**src/rtl/icesid_pkg.sv**
```systemverilog
// Shared definitions for the icesid datapath blocks: sweep FSM states,
// multiplier pipeline depth and the result width reduction helper.
package icesid_pkg;

    typedef enum logic [1:0] {
        IDLE  = 2'd0,
        ISSUE = 2'd1,
        DRAIN = 2'd2
    } mdac_state_t;

    localparam int MDAC_PIPE_DEPTH = 3;

    // Clamp to a signed w-bit range when sat is set; otherwise pass the value
    // through so the caller's slice to w bits wraps in two's complement.
    function automatic logic signed [63:0] mdac_reduce(
        input logic signed [63:0] v,
        input int                 w,
        input bit                 sat
    );
        logic signed [63:0] hi;
        logic signed [63:0] lo;
        hi = (64'sd1 <<< (w - 1)) - 64'sd1;
        lo = ~hi;
        if (sat && (v > hi)) begin
            return hi;
        end
        if (sat && (v < lo)) begin
            return lo;
        end
        return v;
    endfunction

endpackage

```
**src/rtl/mdac_mul.sv**
```systemverilog
// Registered signed x unsigned multiplier (operands up to 16x16). Written so the
// iCE40 DSP inference maps it onto one SB_MAC16 (A signed, B unsigned, 16x16 out).
module mdac_mul #(
    parameter int A_WIDTH = 12,
    parameter int B_WIDTH = 8
) (
    input  logic                             clk,
    input  logic                             rst,
    input  logic signed [A_WIDTH-1:0]        a,
    input  logic        [B_WIDTH-1:0]        b,
    output logic signed [A_WIDTH+B_WIDTH:0]  p
);

    logic signed [A_WIDTH+B_WIDTH:0] a_x;
    logic signed [A_WIDTH+B_WIDTH:0] b_x;

    // The gain is widened with a zero sign bit so the product is a pure signed multiply.
    assign a_x = {{(B_WIDTH+1){a[A_WIDTH-1]}}, a};
    assign b_x = {{(A_WIDTH+1){1'b0}}, b};

    always_ff @(posedge clk) begin
        if (rst) begin
            p <= '0;
        end else begin
            p <= a_x * b_x;
        end
    end

endmodule

```
**src/rtl/mdac_shared.sv**
```systemverilog
// Time-multiplexed multiplying DAC: one shared multiplier scales CHANNELS samples
// per sweep and commits all results together. MDAC_SATURATE_EN selects clamping.
//
// state | meaning
// IDLE  | waiting for iStart; oOut holds the last committed set
// ISSUE | feeding one snapshotted channel per cycle into the multiplier
// DRAIN | letting the pipeline empty, then committing the shadow bank
module mdac_shared
    import icesid_pkg::*;
#(
    parameter int CHANNELS  = 3,
    parameter int A_WIDTH   = 12,
    parameter int B_WIDTH   = 8,
    parameter int OUT_WIDTH = 16,
    parameter int SHIFT     = 4
) (
    input  logic                          clk,
    input  logic                          rst,
    input  logic                          iStart,
    input  logic [CHANNELS*A_WIDTH-1:0]   iA,
    input  logic [CHANNELS*B_WIDTH-1:0]   iB,
    output logic [CHANNELS*OUT_WIDTH-1:0] oOut,
    output logic                          oBusy,
    output logic                          oDone
);

    localparam int PW = A_WIDTH + B_WIDTH + 1;
    localparam int IW = (CHANNELS > 1) ? $clog2(CHANNELS) : 1;
    localparam logic [IW-1:0] LAST = IW'(CHANNELS - 1);

`ifdef MDAC_SATURATE_EN
    localparam bit SAT = 1'b1;
`else
    localparam bit SAT = 1'b0;
`endif

    mdac_state_t state_q, state_d;
    logic        snap;
    logic        issue;
    logic        commit;

    logic [IW-1:0] idx_q;
    logic [1:0]    drain_cnt_q;

    logic signed [A_WIDTH-1:0]   bank_a [CHANNELS];
    logic        [B_WIDTH-1:0]   bank_b [CHANNELS];
    logic signed [OUT_WIDTH-1:0] shadow [CHANNELS];

    logic signed [A_WIDTH-1:0] op_a;
    logic        [B_WIDTH-1:0] op_b;
    logic                      op_v;
    logic        [IW-1:0]      op_k;

    logic signed [PW-1:0] prod;
    logic                 prod_v;
    logic [IW-1:0]        prod_k;

    logic signed [63:0] prod_w;
    logic signed [63:0] scaled;
    logic signed [63:0] red;
    logic               unused_hi;

    // The commit edge doubles as the next start edge, so a held iStart
    // gives back-to-back sweeps with no idle cycle in between.
    always_comb begin
        state_d = state_q;
        snap    = 1'b0;
        issue   = 1'b0;
        commit  = 1'b0;
        unique case (state_q)
            IDLE: begin
                if (iStart) begin
                    snap    = 1'b1;
                    state_d = ISSUE;
                end
            end
            ISSUE: begin
                issue = 1'b1;
                if (idx_q == LAST) begin
                    state_d = DRAIN;
                end
            end
            DRAIN: begin
                if (drain_cnt_q == 2'd0) begin
                    commit = 1'b1;
                    if (iStart) begin
                        snap    = 1'b1;
                        state_d = ISSUE;
                    end else begin
                        state_d = IDLE;
                    end
                end
            end
            default: state_d = IDLE;
        endcase
    end

    always_comb begin
        prod_w    = {{(64-PW){prod[PW-1]}}, prod};
        scaled    = prod_w >>> SHIFT;
        red       = mdac_reduce(scaled, OUT_WIDTH, SAT);
        unused_hi = ^red[63:OUT_WIDTH];
    end

    always_ff @(posedge clk) begin
        if (rst) begin
            state_q     <= IDLE;
            idx_q       <= '0;
            drain_cnt_q <= '0;
            op_a        <= '0;
            op_b        <= '0;
            op_v        <= 1'b0;
            op_k        <= '0;
            prod_v      <= 1'b0;
            prod_k      <= '0;
            oBusy       <= 1'b0;
            oDone       <= 1'b0;
            oOut        <= '0;
            for (int k = 0; k < CHANNELS; k++) begin
                bank_a[k] <= '0;
                bank_b[k] <= '0;
                shadow[k] <= '0;
            end
        end else begin
            state_q <= state_d;

            if (snap) begin
                for (int k = 0; k < CHANNELS; k++) begin
                    bank_a[k] <= iA[k*A_WIDTH +: A_WIDTH];
                    bank_b[k] <= iB[k*B_WIDTH +: B_WIDTH];
                end
                idx_q <= '0;
            end else if (issue) begin
                idx_q <= idx_q + 1'b1;
            end

            if (issue && (idx_q == LAST)) begin
                drain_cnt_q <= 2'(MDAC_PIPE_DEPTH - 1);
            end else if ((state_q == DRAIN) && (drain_cnt_q != 2'd0)) begin
                drain_cnt_q <= drain_cnt_q - 2'd1;
            end

            op_v <= issue;
            if (issue) begin
                op_a <= bank_a[idx_q];
                op_b <= bank_b[idx_q];
                op_k <= idx_q;
            end

            prod_v <= op_v;
            prod_k <= op_k;

            if (prod_v) begin
                shadow[prod_k] <= red[OUT_WIDTH-1:0];
            end

            if (snap) begin
                oBusy <= 1'b1;
            end else if (commit) begin
                oBusy <= 1'b0;
            end

            oDone <= commit;
            if (commit) begin
                for (int k = 0; k < CHANNELS; k++) begin
                    oOut[k*OUT_WIDTH +: OUT_WIDTH] <= shadow[k];
                end
            end
        end
    end

    mdac_mul #(
        .A_WIDTH (A_WIDTH),
        .B_WIDTH (B_WIDTH)
    ) u_mul (
        .clk (clk),
        .rst (rst),
        .a   (op_a),
        .b   (op_b),
        .p   (prod)
    );

endmodule

```
**config.mk**
```make
export PLATFORM = sky130hd
export DESIGN_NAME = mdac_shared
export DESIGN_NICKNAME = d
export VERILOG_FILES = /design/src/rtl/icesid_pkg.sv /design/src/rtl/mdac_mul.sv /design/src/rtl/mdac_shared.sv
export SDC_FILE = /design/constraint.sdc
export NUM_CORES = 1
export LEC_CHECK = 0
export ABC_AREA = 1
export CAP_MARGIN = 10
export CORE_MARGIN = 2
export CORE_UTILIZATION = 50
export CTS_BUF_LIST = sky130_fd_sc_hd__clkbuf_8
export DETAILED_ROUTE_END_ITERATION = 10
export GPL_TIMING_DRIVEN = 1
export PLACE_DENSITY = 0.69
export SYNTH_ARGS = -nofsm -noshare
export SYNTH_HDL_FRONTEND = slang
export SYNTH_HIERARCHICAL = 1
export SYNTH_SLANG_ARGS = --single-unit
```
**constraint.sdc**
```tcl
create_clock -name clk -period 13.05 [get_ports clk]
set_input_delay 1.305 -clock clk [delete_from_list [all_inputs] [get_ports clk]]
set_output_delay 1.305 -clock clk [all_outputs]
set_load 0.02 [all_outputs]
```
# Word level (Yosys, flattened, before mapping)
# Memory sizes are Yosys's and may differ from the RTL's. A register that Yosys moved wholly into a read port is not among the register bits.
# Index checks and enable logic that the tools add are counted.
[word_totals]
reg_bits = 34
ram_bits = 108
input_bits = 63
output_inout_bits = 50
word_cells = 72
n_memories = 3
[classes]
addsub = 2
multipliers = 1
n_eq_ne = 6
muxes = 32
n_bitwise = 6
n_reduce_logical = 11
[mem_list]
columns = ["name", "words", "width", "read_ports", "rd_clocked_by_memory_dff", "write_ports", "line", "rtl"]
rows = [
  ["shadow", 3, 16, 3, 3, 3, "mdac_shared.sv:47", "logic signed [OUT_WIDTH-1:0] shadow [CHANNELS];"],
  ["bank_a", 3, 12, 1, 1, 3, "mdac_shared.sv:45", "logic signed [A_WIDTH-1:0] bank_a [CHANNELS];"],
  ["bank_b", 3, 8, 1, 1, 3, "mdac_shared.sv:46", "logic [B_WIDTH-1:0] bank_b [CHANNELS];"],
]
[ops]
columns = ["cell", "n"]
rows = [
  ["12-bit 2-to-1 mux", 3],
  ["8-bit 2-to-1 mux", 3],
  ["12-bit by 9-bit multiplier with 20-bit output", 1],
  ["1-bit 2-to-1 mux", 17],
  ["16-bit 2-to-1 mux", 1],
  ["16-bit OR reduction", 1],
  ["2-bit 2-to-1 mux", 6],
  ["2-bit inequality test, second input constant", 3],
  ["1-bit OR", 6],
  ["2-bit one-hot mux with 3 select lines", 1],
  ["2-bit nonzero test", 3],
  ["2-bit equality test, second input constant", 2],
  ["2-bit zero test", 2],
  ["2-bit OR reduction", 2],
  ["3-bit AND reduction", 1],
  ["2-bit by 1-bit adder with 2-bit output, second input constant", 1],
  ["2-bit by 1-bit equality test with 1-bit output, second input constant", 1],
  ["1-bit logical AND", 2],
  ["1-bit one-hot mux with 2 select lines", 1],
  ["2-bit by 1-bit subtractor with 2-bit output, second input constant", 1],
]

# Depth between registers and ports, before layout
# Gate-level depths: netlist (run 1).
[depth]
word_depth = 7
depth_mapped = 21
ltp_nobuf = 20

# Cells and area by module
# Netlist (run 1), hierarchy kept.
[modules_own_cells]
columns = ["mod", "n_inst", "cells_per_inst", "area_each_um2", "seq_area_each_um2"]
rows = [
  ["mdac_shared", 1, 794, 7348.3, 4884.7],
  ["mdac_mul", 1, 653, 4560.6, 420.4],
]

# Least setup slack after synthesis (run 1)
# No wires, ideal clock.
[synth_timing]
path_type = "register -> register"
from = "register op_a[11] (read register of bank_a)"
to = "register u_mul.p[18]"
setup_ns = 0.115
arrival_time_ns = 3.973
required_ns = 12.935
setup_slack_ns = 8.962
stages_incl_launch_ff = 19
n_path_buf = 1
synth_period_minus_slack_ns = 4.088
path_cell_list = "dfxtp_1 clkbuf_1 nand2_1 inv_1 fa_1 inv_1 fa_1 fa_1 fa_1 inv_1 ha_1 nand2_1 inv_1 nand2_1 nand2_1 a21oi_1 nand3_1 nand2_1 nor2_1"
[synth_between]
elab_chain_cells = 1
[synth_rtl]
columns = ["element", "line", "rtl"]
rows = [
  ["start, declared", "mdac_shared.sv:49", "logic signed [A_WIDTH-1:0] op_a;"],
  ["12-bit by 9-bit multiplier with 20-bit output", "mdac_mul.sv:25", "p <= a_x * b_x;"],
  ["end signal, assigned", "mdac_mul.sv:25", ""],
  ["end, declared", "mdac_mul.sv:11", "output logic signed [A_WIDTH+B_WIDTH:0] p"],
]
# Every way passes these cells.
# A chain may end at the register's enable or synchronous reset.

# Worst setup path after layout (run 1)
[layout_timing]
from = "register op_b[0] (read register of bank_b)"
to = "register u_mul.p[18]"
[layout_between]
elab_chain_cells = 1
[layout_rtl]
columns = ["element", "line", "rtl"]
rows = [
  ["start, declared", "mdac_shared.sv:50", "logic [B_WIDTH-1:0] op_b;"],
  ["12-bit by 9-bit multiplier with 20-bit output", "mdac_mul.sv:25", ""],
]
# Every way passes these cells.

==> results.md, run 1 <==
- Setup violations, final: 0
- Rows: 55
- Final hold slack: 0.402 ns
- Worst path bufs/invs: 4
- Total wire length: 23600 µm
- Peak VDD IR: 0.0000679 V
- H-tree Lvls: 2
- Multi-input gate area: 0.00497 mm²
- Achievable Freq: 0.233 GHz
- Clock buffer depth: 3
- First-pass GRT wire length: 39900 µm
- Register area: 0.00520 mm²
- Net count after synthesis: 1579
- Setup_tns: 0 ns
- Final WS setup: 8.76 ns
- Required time worst endpoint: 13.46 ns
- Vias per cell: 4.67
- Boundary pin count: 113
- Area Overhead vs Synth: 16.4%
- Area of the core: 0.0227 mm²
- # hold bufs at CTS: 0
- Initial Util: 0.511
- Final Max Tran Viols: 0
- Routed len/inst: 13.1 µm
- Clock-pin slew on the worst setup and hold paths: 0.06 ns
- Total congestion overflow: 0
- Largest net degree at the start of global routing: 63
- Worst-Margin Slew: 0.927 ns
- Total CTS buffers: 34
- Synthesized netlist cell count: 1394
- Final hold vios: 0
- Post-Place Cells: 1738
- Worst setup EP type: register
- Ys Warns: 6
- Startpoint Class: register
- Period minus WS final: 4.29 ns
- Die width: 156 µm
- Via count: 8390
- Lkg Pwr: 6.65 nW
- GRT Util Overall: 0.202
- Most used routing layer in global routing: met2
- Total power: 1.38 mW
- Fill cell count: 2002
- Detailed Place HPWL: 17100 µm
- CP max FO: 12
- Initial antenna violation count: 0
- Post-route ant nets: 0
- Die area: 0.0245 mm²
- Clock sink count: 206
- CP max stage cell: dfxtp_1
- DR iter-0 viols: 521
- Die Y: 156 µm
- Syn avg cell area: 8.33 µm²
- Slew margin rel.: 0.380
- Non-Filler Instances: 1798
- Layout cells sized above 1: 0.0476
- WP data arrival: 4.69 ns
- Met1 usage: 0.258
- Worst path cell trace: nand2_1, inv_1, fa_1, inv_1, fa_1, fa_1, fa_1, inv_1, ha_1, nand2_1, inv_1, nand2_1, nand2_1, a21oi_1, nand3_1, nand2_1, nor2_1
- Vias in the first global route: 8278
- Clock Skew: 0.0286 ns
- TritonRoute pass-1 iters: 5
- Final std cell area, no fill: 0.0135 mm²
- Final #Nets: 1674
- Area post-placement: 0.0129 mm²
- Worst Setup Path Type: reg -> reg
- Status: completed
- Met3 usage: 0.0377
- Hold Path Class: reg -> reg
- Number of diodes: 0
- PostCTS Resize Cnt: 0
- Max cap viols: 0
- Final period util: 0.328
- Core Util, Final: 0.595
- CTS root buf: clkbuf_8
- Dpl ws: 8.78 ns
- IO buf count: 112
- GPL Wtd Cong: 0.930
- Pwr/cell area: 102 mW/mm²
- Clk Latency, worst-skew pair: 0.52 ns
- CTS tree: done
- Synthesized cell area: 0.0116 mm²
- RSZ-0062 raised after global routing: no
- Setup Buffers After CTS: 0
- Largest delay contributor family on the critical path: adder cells
- GR Layer Usage met2: 0.347
- CP dominant cell by count: nand2_1
- DRC: 0
- Slowest Stage Delay on Critical Path: 0.56 ns
[final cells by class]
cell class / count / area share
sequential: 206 / 0.385
timing repair buffer: 119 / 0.0868
inverter: 314 / 0.0872
clock buffer: 39 / 0.0397
tap: 285 / 0.0264
clock inverter: 21 / 0.00676
multi-input combinational: 814 / 0.368
[worst paths after layout]
check	start	end	slack, ns	cells past startpoint
max	op_b[0]	u_mul/p[18]	8.76	17
min	op_k[1]	prod_k[1]	0.40	2
max reg2reg	op_b[0]	u_mul/p[18]	8.76	17
min reg2reg	op_k[1]	prod_k[1]	0.40	2
[flip-flops by register name, indices dropped and copies added (netlist names)]
register,cells
oBusy,1
state_q,2
drain_cnt_q,2
shadow,48
bank_a,36
op_b,8
bank_b,24
prod_k,2
op_k,2
oOut,48
op_v,1
op_a,12
u_mul/p,16
prod_v,1
idx_q,2
oDone,1
[routing by layer]
metal	up-vias	routed length (µm)
met5	-	0
met4	0	564
met3	39	1090
met2	197	11400
met1	3825	10600
li1	4329	-
[cells in the final DEF (no fill, tap or decap), types with 3 or more instances in the layout]
master and n:
inv_1 322, nor2_1 287, nand2_1 250, clkdlybuf4s50_1 112
edfxtp_1 108, dfxtp_1 98, o21ai_0 82, fa_1 78
ha_1 44, clkbuf_8 39, a21oi_1 22, nand3_1 15
nand2_2 8, clkinv_1 7, o211ai_1 7, buf_4 7
nor2_2 6, inv_2 3
[tightest hold or removal path, delay by kind of cell (launching register included)]
family                 cells  cell delay [ns]
flip-flops                 1             0.29
buffers and inverters      1             0.04
AND/OR/NAND/NOR            1             0.04
[power breakdown]
| part | leakage [nW] | internal (mW) | switching (mW) |
|---|---|---|---|
| Sequential | 1.94 | 0.714 | 0.0222 |
| Combinational | 4.34 | 0.0486 | 0.0757 |
| Clock | 0.368 | 0.273 | 0.246 |
No activity file was read; power rests on OpenSTA's default activity.
==> inputs of run 2 (changes only) <==
--- a/config.mk
+++ b/config.mk
@@ -12,7 +12,7 @@
 export CTS_BUF_LIST = sky130_fd_sc_hd__clkbuf_8
 export DETAILED_ROUTE_END_ITERATION = 10
 export GPL_TIMING_DRIVEN = 1
-export PLACE_DENSITY = 0.69
+export PLACE_DENSITY = 0.72
 export SYNTH_ARGS = -nofsm -noshare
 export SYNTH_HDL_FRONTEND = slang
 export SYNTH_HIERARCHICAL = 1
==> constraint.sdc (replaced) <==
create_clock -name clk -period 3.7 [get_ports clk]
set_input_delay 0.37 -clock clk [delete_from_list [all_inputs] [get_ports clk]]
set_output_delay 0.37 -clock clk [all_outputs]
set_load 0.02 [all_outputs]
==> run 2 against run 1 <==
The run now ends with setup timing left. Worst setup slack worse by 8.9 ns. Via count is 4.5% higher. Clock skew is 0.0040 ns lower. Hold slack lost 0.0028 ns. Die area is the same.
==> results.md, run 2 (synthesis results as in run 1) <==
- Pwr/cell area: 356 mW/mm² (was 102 mW/mm²)
- Worst-Margin Slew: 0.936 ns (was 0.927 ns)
- Total congestion overflow: 0 (unchanged)
- Final period util: 1.03 (was 0.328)
- Worst Setup Path Type: reg -> reg (unchanged)
- IO buf count: 112 (unchanged)
- Peak VDD IR: 0.000226 V (was 0.0000679 V)
- CP max stage cell: fa_2 (was dfxtp_1)
- Failing checks: setup timing
- Period minus WS final: 3.82 ns (was 4.29 ns)
- Final hold vios: 0 (unchanged)
- Total wire length: 24000 µm (was 23600 µm)
- Layout cells sized above 1: 0.157 (was 0.0476)
- Post-route ant nets: 0 (unchanged)
- Largest registers: oOut x48, shadow x48, bank_a x36 (unchanged)
- CTS tree: done (unchanged)
- Required time worst endpoint: 4.12 ns (was 13.46 ns)
- Slowest Stage Delay on Critical Path: 0.61 ns (was 0.56 ns)
- Largest net degree at the start of global routing: 61 (was 63)
- Non-Filler Instances: 1865 (was 1798)
- Rows: 55 (unchanged)
- Lkg Pwr: 7.15 nW (was 6.65 nW)
- Slew margin rel.: 0.374 (was 0.380)
- Worst setup EP type: register (unchanged)
- Status: finished, violations left (was completed)
- CTS root buf: clkbuf_8 (unchanged)
- Clock Skew: 0.0246 ns (was 0.0286 ns)
- RSZ-0062 raised after global routing: yes (was no)
- Most common cell after layout, fill and taps aside: inv_1 (unchanged)
- Clock-pin slew on the worst setup and hold paths: 0.06 ns (about the same)
- Final hold slack: 0.400 ns (was 0.402 ns)
- Detailed Place HPWL: 17500 µm (was 17100 µm)
- Achievable Freq: 0.262 GHz (was 0.233 GHz)
- Area Overhead vs Synth: 25.5% (was 16.4%)
- Boundary pin count: 113 (unchanged)
- Clock power frac: 0.391 (was 0.377)
- DR iter-0 viols: 474 (was 521)
- Die Y: 156 µm (unchanged)
- Vias in the first global route: 9080 (was 8278)
- Die width: 156 µm (unchanged)
- Sw Pwr: 1.28 mW (was 0.344 mW)
- WP data arrival: 4.24 ns (was 4.69 ns)
- Initial Util: 0.511 (unchanged)
- First-pass GRT wire length: 40600 µm (was 39900 µm)
- Initial antenna violation count: 0 (unchanged)
- Max cap viols: 0 (unchanged)
- Routed len/inst: 12.8 µm (was 13.1 µm)
- Die area: 0.0245 mm² (unchanged)
- Number of diodes: 0 (unchanged)
- Final WS setup: -0.118 ns (was 8.76 ns)
- Flop pwr share: 0.496 (was 0.533)
- # hold bufs at CTS: 0 (unchanged)
- Post-Place Cells: 1795 (was 1738)
- Commonest non-fill, non-tap cells in the layout: inv_1, nor2_1, nand2_1 (unchanged)
- GPL Wtd Cong: 0.881 (was 0.930)
- Clk Latency, worst-skew pair: 0.53 ns (was 0.52 ns)
- Hold Path Class: reg -> reg (unchanged)
- Area of the core: 0.0227 mm² (unchanged)
- Internal power: 3.92 mW (was 1.04 mW)
- Total CTS buffers: 35 (was 34)
- CP dominant cell by count: inv_2 (was nand2_1)
- Worst path bufs/invs: 6 (was 4)
- Startpoint Class: register (unchanged)
- Clock sink count: 206 (unchanged)
- Worst path cell trace: buf_6, nand2_2, inv_2, fa_2, buf_6, fa_1, fa_1, inv_2, fa_1, inv_2, ha_4, nand2_4, inv_2, nand2_2, nand3_2, a21oi_2, nand3_2, nand2_1, nor2_1 (was nand2_1, inv_1, fa_1, inv_1, fa_1, fa_1, fa_1, inv_1, ha_1, nand2_1, inv_1, nand2_1, nand2_1, a21oi_1, nand3_1, nand2_1, nor2_1)
- CP max FO: 4 (was 12)
- Final std cell area, no fill: 0.0146 mm² (was 0.0135 mm²)
- Sw frac: 0.246 (was 0.249)
- Clock buffer depth: 3 (unchanged)
- H-tree Lvls: 2 (unchanged)
- Final Max Tran Viols: 0 (unchanged)
- Vias per cell: 4.70 (was 4.67)
- Largest delay contributor family on the critical path: adder cells (unchanged)
- Via count: 8766 (was 8390)
- GRT Util Overall: 0.204 (was 0.202)
- Final #Nets: 1738 (was 1674)
- Setup violations, final: 7 (was 0)
- Logic gate share of total power: 0.113 (was 0.090)
- Area post-placement: 0.0135 mm² (was 0.0129 mm²)
- TritonRoute pass-1 iters: 5 (unchanged)
- DRC: 0 (unchanged)
## run 2: cell count changes in the layout (fill, tap and decap cells not counted), sizes merged
cell,change
buf,+63
bufinv,+3
inv,+3
clkbuf,-2
## run 2: path summary, 6_finish.rpt
| check | startpoint | endpoint | slack, ns | cells past startpoint |
|---|---|---|---|---|
| max | op_b[2] | u_mul/p[17] | -0.12 | 19 |
| min | op_v | prod_v | 0.40 | 2 |
| max reg2reg | op_b[2] | u_mul/p[17] | -0.12 | 19 |
| min reg2reg | op_v | prod_v | 0.40 | 2 |
## run 2: tightest hold or removal path, cell delays in order (launching register included)
cell	delay (ns)
dfxtp_1	0.29
inv_1	0.04
nor2_1	0.03
## run 2: timing repair
| item | CTS | global route |
|---|---|---|
| pin swaps | 27 | 63 |
| setup endpoints to repair | 12 | 13 |
| buffers inserted | 4 | 2 |
| gates resized for setup | 48 | 71 |
## run 2: power groups by stage
stage	Combinational [mW]	Sequential [mW]	Clock (mW)
after floorplan	0.354	2.60	0
after global placement	0.544	2.62	0
after detailed placement	0.554	2.62	0
after CTS	0.572	2.57	2.08
after global routing	0.656	2.59	2.16
final	0.587	2.57	2.03
## run 2: layout make-up
class,instances,area (µm²)
Tap cell,285,357
Clock inverter,27,191
Fill cell,1867,8130
Multi-Input combinational cell,814,5390
Timing Repair Buffer,182,1700
Inverter,314,1180
Sequential cell,206,5250
Clock buffer,37,509
## run 2: through the flow
stage	worst slack, ns	power [mW]	TNS [ns]	utilization
2_1_floorplan	-0.00575	2.95	-0.00575	-
3_3_place_gp	-0.243	3.16	-1.28	0.596
3_5_place_dp	-0.282	3.17	-1.79	0.596
4_1_cts	-0.0978	5.22	-0.342	0.633
5_1_grt	-0.290	5.40	-2.02	0.642
6_report	-0.118	5.19	-0.382	0.642
## run 2: routing by layer
metal | track usage | share of wire | vias to the layer above
li1 | - | - | 4457
met1 | 0.242 | 0.43 | 4068
met2 | 0.374 | 0.51 | 198
met3 | 0.0354 | 0.041 | 43
met4 | 0.0668 | 0.022 | 0
met5 | 0 | 0 | -
==> inputs of run 3 (changes only) <==
--- a/config.mk
+++ b/config.mk
@@ -13,6 +13,7 @@
 export DETAILED_ROUTE_END_ITERATION = 10
 export GPL_TIMING_DRIVEN = 1
 export PLACE_DENSITY = 0.72
+export REMOVE_ABC_BUFFERS = 1
 export SYNTH_ARGS = -nofsm -noshare
 export SYNTH_HDL_FRONTEND = slang
 export SYNTH_HIERARCHICAL = 1
==> run 3 against run 2 <==
The flow still finishes with violations (setup timing). Register-to-register slack worse by 0.04 ns. Combinational power hardly changed. Sequential share of layout area is 0.27 points lower. Sequential power hardly changed. Global-route usage is 0.99 points lower. Clock skew is 0.0076 ns lower. Largest cell class unchanged.
==> results.md, run 3 (synthesis results as in run 1) <==
- Clock Skew: 0.0170 ns (was 0.0246 ns)
- Final hold slack: 0.400 ns (about the same)
- Slew margin rel.: 0.295 (was 0.374)
- Non-Filler Instances: 1890 (was 1865)
- Core Util, Final: 0.647 (was 0.642)
- CTS root buf: clkbuf_8 (unchanged)
- DR iter-0 viols: 456 (was 474)
- Post-route ant nets: 0 (unchanged)
- # hold bufs at CTS: 0 (unchanged)
- GRT Util Overall: 0.194 (was 0.204)
- CP max FO: 7 (was 4)
- Met2 WL: 11400 µm (was 12200 µm)
- Die width: 156 µm (unchanged)
- Lkg Pwr: 7.22 nW (was 7.15 nW)
- Number of diodes: 0 (unchanged)
- Largest net degree at the start of global routing: 63 (was 61)
- Multi-input gate area: 0.00538 mm² (was 0.00539 mm²)
- Die area: 0.0245 mm² (unchanged)
- Boundary pin count: 113 (unchanged)
- Worst setup EP type: register (unchanged)
- Clk Latency, worst-skew pair: 0.50 ns (was 0.53 ns)
- Initial Util: 0.511 (unchanged)
- Die Y: 156 µm (unchanged)
- Achievable Freq: 0.259 GHz (was 0.262 GHz)
- Final WS setup: -0.158 ns (was -0.118 ns)
- Clock-pin slew on the worst setup and hold paths: 0.06 ns (about the same)
- Routed len/inst: 12.3 µm (was 12.8 µm)
- Max cap viols: 0 (unchanged)
- CTS tree: done (unchanged)
- First-pass GRT wire length: 38900 µm (was 40600 µm)
- Dpl ws: -0.370 ns (was -0.282 ns)
- Layout cells sized above 1: 0.166 (was 0.157)
- Commonest non-fill, non-tap cells in the layout: inv_1, nor2_1, nand2_1 (unchanged)
- Detailed Place HPWL: 15800 µm (was 17500 µm)
- Period minus WS final: 3.86 ns (was 3.82 ns)
- Worst Setup Path Type: reg -> reg (unchanged)
- Peak VDD IR: 0.000303 V (was 0.000226 V)
- Vias per cell: 4.60 (was 4.70)
- Met3 routed WL: 990 µm (was 982 µm)
- M1 wire length: 10400 µm (was 10200 µm)
- Initial antenna violation count: 0 (unchanged)
- Register area: 0.00525 mm² (about the same)
- GPL Wtd Cong: 0.834 (was 0.881)
- Setup violations, final: 8 (was 7)
- Pwr/cell area: 340 mW/mm² (was 356 mW/mm²)
- Clock sink count: 206 (unchanged)
- Vias in the first global route: 8629 (was 9080)
- Total CTS buffers: 35 (unchanged)
- Area post-placement: 0.0134 mm² (was 0.0135 mm²)
- Area of the core: 0.0227 mm² (unchanged)
- Clock buffer depth: 3 (unchanged)
- Total congestion overflow: 0 (unchanged)
- Worst-Margin Slew: 1.05 ns (was 0.936 ns)
- DRC: 0 (unchanged)
- Startpoint Class: register (unchanged)
- Final Max Tran Viols: 0 (unchanged)
- Final hold vios: 0 (unchanged)
- Hold Path Class: reg -> reg (unchanged)
- WP data arrival: 4.26 ns (was 4.24 ns)
- H-tree Lvls: 2 (unchanged)
- Post-Place Cells: 1805 (was 1795)
- RSZ-0062 raised after global routing: yes (unchanged)
- Top layer in use: met4 (unchanged)
- Total power: 4.99 mW (was 5.19 mW)
- Final #Nets: 1763 (was 1738)
- Failing checks: setup timing (unchanged)
- Final std cell area, no fill: 0.0147 mm² (was 0.0146 mm²)
- Setup_tns: -0.696 ns (was -0.382 ns)
- Rows: 55 (unchanged)
- Most common cell after layout, fill and taps aside: inv_1 (unchanged)
- Largest registers: oOut x48, shadow x48, bank_a x36 (unchanged)
- Total wire length: 23200 µm (was 24000 µm)
- Via count: 8694 (was 8766)
- Area Overhead vs Synth: 26.5% (was 25.5%)
- Fill cell count: 1860 (was 1867)
- Final period util: 1.04 (was 1.03)
- Status: finished, violations left (unchanged)
- TritonRoute pass-1 iters: 5 (unchanged)
- IO buf count: 112 (unchanged)
- Required time worst endpoint: 4.10 ns (was 4.12 ns)
run 3: cell count changes in the layout (fill, tap and decap cells not counted), moves of 2 or more:
cell,before,now
inv_1,300,303
a21oi_1,16,14
nand2_1,210,218
buf_4,61,86
inv_2,26,24
nand2_4,13,10
ha_1,31,29
inv_4,2,0
dfxtp_2,3,5
nand2_2,35,30
clkinv_2,2,5
bufinv_16,3,0
run 3: report_power, final:
| part | internal (mW) | total, mW | switching (mW) |
|---|---|---|---|
| Sequential | 2.52 | 2.57 | 0.0568 |
| Combinational | 0.270 | 0.588 | 0.319 |
| Clock | 0.954 | 1.83 | 0.873 |
| Total | 3.74 | 4.99 | 1.25 |
run 3: path summary, 6_finish.rpt:
path,depth (start not counted),slack (ns),startpoint,endpoint
max,17,-0.16,op_a[11],u_mul/p[18]
min,2,0.40,op_v,prod_v
max reg2reg,17,-0.16,op_a[11],u_mul/p[18]
min reg2reg,2,0.40,op_v,prod_v
run 3: repair_timing:
item,4_1_cts,5_1_grt
pin swaps,58,36
buffers inserted,8,13
endpoints found under the setup margin,12,13
gates resized for setup,89,51
run 3: layout make-up:
cell class | instances | share of cell area
multi-input combinational | 814 | 0.366
sequential | 206 | 0.358
timing repair buffer | 207 | 0.128
inverter | 314 | 0.0802
clock buffer | 38 | 0.0356
tap | 285 | 0.0243
clock inverter | 26 | 0.00792
run 3: critical path, cell delays in order, from the launching register on:
cell and delay, ns:
dfxtp_4 0.39, nand2_2 0.07, buf_4 0.14, fa_1 0.53, inv_1 0.05, fa_1 0.49
fa_1 0.52, inv_1 0.05, fa_1 0.48, inv_2 0.05, ha_4 0.29, nand2_2 0.07
inv_2 0.07, nand2_2 0.07, nor3_2 0.17, nand2_1 0.11, a21oi_1 0.17, nor2_1 0.05
run 3: layer usage:
layer,up-vias,global-route usage
met1,3933,0.247
met3,31,0.0310
met2,219,0.341
met4,0,0.0594
met5,-,0
li1,4511,-
